--- src/rtl/control_sequencer.sv ---
// Microcode sequencer: walks fetch/execute T-states and decodes the opcode into one control word per clock.
// Define CTRL_COND_JUMP_EN to add flag_c/flag_z inputs and the JC (0x7) / JZ (0x8) conditional jumps.
module control_sequencer #(
  parameter int unsigned IR_W = 8
) (
  input  logic            clk,
  input  logic            clr,
  input  logic            run,
  input  logic [IR_W-1:0] ir,
`ifdef CTRL_COND_JUMP_EN
  input  logic            flag_c,
  input  logic            flag_z,
`endif
  output logic [2:0]      t_state,
  output logic            halted,
  output logic            pc_en,
  output logic            pc_ld_n,
  output logic            pc_oe,
  output logic            mar_ld,
  output logic            ram_oe,
  output logic            ram_we,
  output logic            ir_ld,
  output logic            ir_oe,
  output logic            a_ld,
  output logic            a_oe,
  output logic            b_ld,
  output logic            alu_oe,
  output logic            alu_sub,
  output logic            flags_ld,
  output logic            out_ld
);

  typedef enum logic [2:0] {
    T0 = 3'd0,
    T1 = 3'd1,
    T2 = 3'd2,
    T3 = 3'd3,
    T4 = 3'd4
  } tstate_e;

  typedef enum logic [3:0] {
    OP_LDA = 4'h0,
    OP_ADD = 4'h1,
    OP_SUB = 4'h2,
    OP_STA = 4'h4,
    OP_LDI = 4'h5,
    OP_JMP = 4'h6,
    OP_JC  = 4'h7,
    OP_JZ  = 4'h8,
    OP_OUT = 4'hE,
    OP_HLT = 4'hF
  } opcode_e;

  tstate_e    state_q, state_d;
  logic       halted_q, halted_d;
  logic [3:0] opcode;
  logic       unused_operand;

  assign opcode         = ir[IR_W-1 -: 4];
  assign unused_operand = ^ir[IR_W-5:0];
  assign t_state        = state_q;
  assign halted         = halted_q;

  always_comb begin
    state_d  = state_q;
    halted_d = halted_q;
    if (run && !halted_q) begin
      case (state_q)
        T0: state_d = T1;
        T1: state_d = T2;
        T2: begin
          case (opcode)
            OP_LDA, OP_ADD, OP_SUB, OP_STA: state_d = T3;
            OP_HLT: begin
              halted_d = 1'b1;
              state_d  = T0;
            end
            default: state_d = T0;
          endcase
        end
        T3: begin
          case (opcode)
            OP_ADD, OP_SUB: state_d = T4;
            default:        state_d = T0;
          endcase
        end
        // T4 always ends the instruction; unused encodings recover to T0 here too
        default: state_d = T0;
      endcase
    end
  end

  always_comb begin
    pc_en    = 1'b0;
    pc_ld_n  = 1'b1;
    pc_oe    = 1'b0;
    mar_ld   = 1'b0;
    ram_oe   = 1'b0;
    ram_we   = 1'b0;
    ir_ld    = 1'b0;
    ir_oe    = 1'b0;
    a_ld     = 1'b0;
    a_oe     = 1'b0;
    b_ld     = 1'b0;
    alu_oe   = 1'b0;
    alu_sub  = 1'b0;
    flags_ld = 1'b0;
    out_ld   = 1'b0;
    if (run && !halted_q && !clr) begin
      case (state_q)
        T0: begin
          pc_oe  = 1'b1;
          mar_ld = 1'b1;
        end
        T1: begin
          ram_oe = 1'b1;
          ir_ld  = 1'b1;
          pc_en  = 1'b1;
        end
        T2: begin
          case (opcode)
            OP_LDA, OP_ADD, OP_SUB, OP_STA: begin
              ir_oe  = 1'b1;
              mar_ld = 1'b1;
            end
            OP_LDI: begin
              ir_oe = 1'b1;
              a_ld  = 1'b1;
            end
            OP_JMP: begin
              ir_oe   = 1'b1;
              pc_ld_n = 1'b0;
            end
`ifdef CTRL_COND_JUMP_EN
            OP_JC: begin
              ir_oe   = flag_c;
              pc_ld_n = !flag_c;
            end
            OP_JZ: begin
              ir_oe   = flag_z;
              pc_ld_n = !flag_z;
            end
`endif
            OP_OUT: begin
              a_oe   = 1'b1;
              out_ld = 1'b1;
            end
            default: ;
          endcase
        end
        T3: begin
          case (opcode)
            OP_LDA: begin
              ram_oe = 1'b1;
              a_ld   = 1'b1;
            end
            OP_ADD, OP_SUB: begin
              ram_oe = 1'b1;
              b_ld   = 1'b1;
            end
            OP_STA: begin
              a_oe   = 1'b1;
              ram_we = 1'b1;
            end
            default: ;
          endcase
        end
        T4: begin
          if (opcode == OP_ADD || opcode == OP_SUB) begin
            alu_oe   = 1'b1;
            a_ld     = 1'b1;
            flags_ld = 1'b1;
            alu_sub  = (opcode == OP_SUB);
          end
        end
        default: ;
      endcase
    end
  end

  always_ff @(posedge clk) begin
    if (clr) begin
      state_q  <= T0;
      halted_q <= 1'b0;
    end else begin
      state_q  <= state_d;
      halted_q <= halted_d;
    end
  end

endmodule

--- config.mk ---
export PLATFORM = sky130hd
export DESIGN_NAME = control_sequencer
export DESIGN_NICKNAME = d
export VERILOG_FILES = /design/src/rtl/control_sequencer.sv
export SDC_FILE = /design/constraint.sdc
export NUM_CORES = 1
export LEC_CHECK = 0
export BUFFER_PORTS_ARGS = -buffer_cell sky130_fd_sc_hd__buf_2
export CORE_AREA = 5 5 42 44
export CTS_CLUSTER_DIAMETER = 120
export DETAILED_ROUTE_END_ITERATION = 12
export DIE_AREA = 0 0 47 49
export PLACE_DENSITY = 0.67
export SETUP_SLACK_MARGIN = 0.15
export SYNTH_ARGS = -nofsm -noshare
export SYNTH_HDL_FRONTEND = slang
export SYNTH_SLANG_ARGS = --single-unit
--- constraint.sdc ---
create_clock -name clk -period 1.5 [get_ports clk]
set_clock_uncertainty 0.1 [all_clocks]
set_input_delay 0.3 -clock clk [delete_from_list [all_inputs] [get_ports clk]]
set_output_delay 0.3 -clock clk [all_outputs]
set_load 0.1 [all_outputs]
==> out/qor.csv, run 1 <==
stage;metric;value;unit
clock_network;cts_hold_buf;0;
synthesis;synth-async-reset-ratio;0;%
floorplan;num_rows;14;
synthesis;synth_fa_ha_area_share;0;%
clock_network;htreeDepth;1;
synthesis;synth.mux.area_fraction;0;%
synthesis;synthTopCellsByArea;dfxtp_1 18%, nand2_1 9.1%, buf_4 6.6%;
synthesis;yosysWarnings;0;
status;first-error;[ERROR DPL-0033] detailed placement checks failed during check placement.;
synthesis;synth-compound-area-share;11.5;%
synthesis;syn_area;455;sq um
synthesis;synthesis.instances;63;
clock_network;cts_resized;22;
synthesis;synth-simple-area-share;58.5;%
floorplan;die_h;49;um
clock_network;cts_buffers;3;
clock_network;cts_post_setup_buffers_inserted;11;
synthesis;ys_seq_area_share;17.6;%
synthesis;syn_nets;74;
clock_network;cts_buffer_depth;2;
synthesis;synth_top_area_cell;dfxtp_1;
floorplan;io_pins;30;
synthesis;synth_top_family_by_area;simple AND/OR/NAND/NOR gates;
synthesis;synth_top_area_share;17.6;%
place;place_congestion;0.846;
clock_network;cts-root-buf;clkbuf_4;
synthesis;synth_cell_types;29;
clock_network;cts_sinks;4;
place;port_buffers;25;
synthesis;synth-xor-area-share;1.92;%
place;dp.cells;123;
place;placed_cell_area;0.00119;sq mm
synthesis;synth_ff_type;dfxtp_1;
floorplan;die_width;47;um
synthesis;synth_most_common_cell;nand2_1;
floorplan;initial_utilization;32.5;%
place;hpwl;1.43;mm
status;status;stopped before the end;
synthesis;netlist_top_cells_count;11 x nand2_1, 7 x nor2_1, 4 x buf_4, 4 x dfxtp_1;
synthesis;syn_avg_cell_area;7.23;sq um
synthesis;synth_edf_count;0;
synthesis;ys_ff_latch;4;
status;haltStage;clock tree synthesis;
[stage by stage]
| stage | worst slack (ps) | hold slack (ps) |
|---|---|---|
| after floorplan | -878 | 294 |
| after global placement | -255 | 538 |
| after detailed placement | -287 | 549 |
[cells by family after synthesis]
family                 count (synthesis)
XOR/XNOR                               1
flip-flops                             4
AND/OR/NAND/NOR                       42
AO/OA/AOI/OAI                          8
buffers and inverters                  8
==> inputs of run 2 (changes only) <==
- CORE_AREA: 5 5 42 44 -> 5 5 66 68
- CTS_CLUSTER_DIAMETER: 120 -> not set
- DIE_AREA: 0 0 47 49 -> 0 0 71 73
- PLACE_DENSITY: 0.67 -> not set
- PLACE_DENSITY_LB_ADDON: not set -> 0.15
- SETUP_SLACK_MARGIN: 0.15 -> not set
==> run 2 against run 1 <==
The flow now finishes, with violations (negative setup slack). Synthesized cell count unchanged. Synthesized area unchanged.
==> out/qor.csv, run 2 <==
stage;metric;value;unit
synthesis;synthesis.instances;63;
route;first_pass_iters;3;
power_and_ir_drop;ir_drop;0.000326;V
floorplan;num_rows;23;
timing;hold_slack;348;ps
place;placed_cell_area;0.00122;sq mm
place;hpwl;1.63;mm
timing;setup_viol;17;
synthesis;synth-async-reset-ratio;0;%
synthesis;synth_top_area_share;17.6;%
status;violations;negative setup slack;
synthesis;syn_avg_cell_area;7.23;sq um
timing;tns;-5120;ps
clock_network;cts_hold_buf;0;
synthesis;synth_top_area_cell;dfxtp_1;
route;ant_nets;0;
global_routing;grt_max_degree;8;
timing;worst_pin_slew;366;ps
setup_path;crit_type;reg2out;
global_routing;antenna_found_initial;0;
route;vias;662;
setup_path;required;1100;ps
place;dp.cells;156;
clock_network;cts_tree;built;
floorplan;die_area;0.00518;sq mm
timing;min_period_over_period;127;%
timing;period_needed;1910;ps
place;place_ws;-347;ps
floorplan;die_width;71;um
timing;finalHoldViolCount;0;
synthesis;synth_cell_types;29;
synthesis;ys_ff_latch;4;
floorplan;die_h;73;um
setup_path;start_kind;flop;
global_routing;gr-usage-all-layers;8.27;%
final_layout;drive_above_1_share;81.7;%
final_layout;design_area;0.00148;sq mm
route;viasPerCell;3.89;
global_routing;grt-ovfl-total;0;
final_layout;diodes;0;
floorplan;io_pins;30;
route;drc;0;
floorplan;initial_utilization;12.0;%
clock_network;cts_buffer_depth;2;
timing;maxSlewHeadroom;75.5;%
final_layout;layout.nets;133;
final_layout;final_cells;170;
timing;fmax;0.524;GHz
clock_network;cts-root-buf;clkbuf_8;
power_and_ir_drop;p_per_area;487;mW/mm^2
timing;grt_setup_unrepaired;true;
synthesis;synthTopCellsByArea;dfxtp_1 18%, nand2_1 9.1%, buf_4 6.6%;
global_routing;grt_pass1_wl;3.37;mm
global_routing;first_global_vias;707;
final_layout;mostFrequentLayoutCell;buf_4;
final_layout;fillerInstances;394;
clock_network;clk-insertion-delay-late;220;ps
run;maxCapViolations;0;
clock_network;cts_buffers;3;
power_and_ir_drop;leakage;0.584;nW
floorplan;core_area;0.00380;sq mm
timing;setup_slack;-410;ps
clock_network;clkTransAtPathRegs;30;ps
synthesis;syn_nets;74;
timing;slew_viol_final;0;
setup_path;cp.arrival;1510;ps
synthesis;syn_area;455;sq um
setup_path;endpoint_kind;output pin;
route;drt-initial-drc-count;14;
synthesis;synth_edf_count;0;
synthesis;ys_seq_area_share;17.6;%
final_layout;syn_to_final_growth;226;%
setup_path;cp_max_fo;3;
final_layout;final_cell_mix;26 x buf_4, 19 x buf_12, 10 x buf_6;
final_layout;largest_reg_flops;3;
synthesis;yosysWarnings;0;
route;routedWlPerCell;11.7;um
final_layout;fin_util;39.0;%
status;status;finished with violations;
power_and_ir_drop;power;0.721;mW
synthesis;synth_most_common_cell;nand2_1;
synthesis;synth_ff_type;dfxtp_1;
synthesis;netlist_top_cells_count;11 x nand2_1, 7 x nor2_1, 4 x buf_4, 4 x dfxtp_1;
route;wl;1.99;mm
worst_hold_path;hold_class;in2reg;
clock_network;htreeDepth;1;
clock_network;cts_sinks;4;
place;port_buffers;25;
place;place_congestion;0.758;
## run 2: cell type report
cell class                      instances  area (sq um)  share of cell area, %
Inverter                                2          11.3                  0.759
Sequential cell                         4          95.1                   6.41
Tap cell                               50          62.6                   4.22
Multi-Input combinational cell         51           559                   37.7
Timing Repair Buffer                   60           713                   48.1
Clock buffer                            3          41.3                   2.78
## run 2: logic make-up (layout without fill, tap and decap cells)
| family | after synthesis | after routing | share of synthesized area [%] |
|---|---|---|---|
| compound gates | 8 | 8 | 11.5 |
| xor+xnor | 1 | 1 | 1.92 |
| buf+inv | 8 | 65 | 10.4 |
| flops | 4 | 4 | 17.6 |
| simple gates | 42 | 42 | 58.5 |
## run 2: final timing paths
path,slack (ps),from,cells after the start,to
worst min register to register,430,halted,2,halted
worst max-delay path,-410,t_state[2],4,ir_oe
worst min-delay path,350,ir[4],3,halted
worst max register to register,100,t_state[0],6,halted
## run 2: per-layer routing
| metal | track usage [%] | vias to the layer above | part of all wire (%) |
|---|---|---|---|
| met1 | 9.61 | 301 | 43 |
| met4 | 3.76 | 0 | 1.9 |
| met3 | 2.62 | 5 | 4.7 |
| met5 | 0 | - | 0 |
| met2 | 13.9 | 17 | 50 |
| li1 | - | 339 | - |
## run 2: repair_timing
item                                    CTS  global route
pin swaps                                16             9
resized for setup                        27             6
buffers inserted                          6             6
endpoints found under the setup margin   15            18
## run 2: worst max-delay path, stage by stage (launching register included)
cell,delay (ps)
dfxtp_4,350
nor4b_4,410
buf_4,180
and3_4,190
buf_12,170
## run 2: power by group
part | switching, mW | total (mW) | internal, mW
registers | 0.00457 | 0.113 | 0.108
logic | 0.208 | 0.377 | 0.169
clock network | 0.0606 | 0.232 | 0.172
Note: power is estimated with default switching activity, not from simulation.
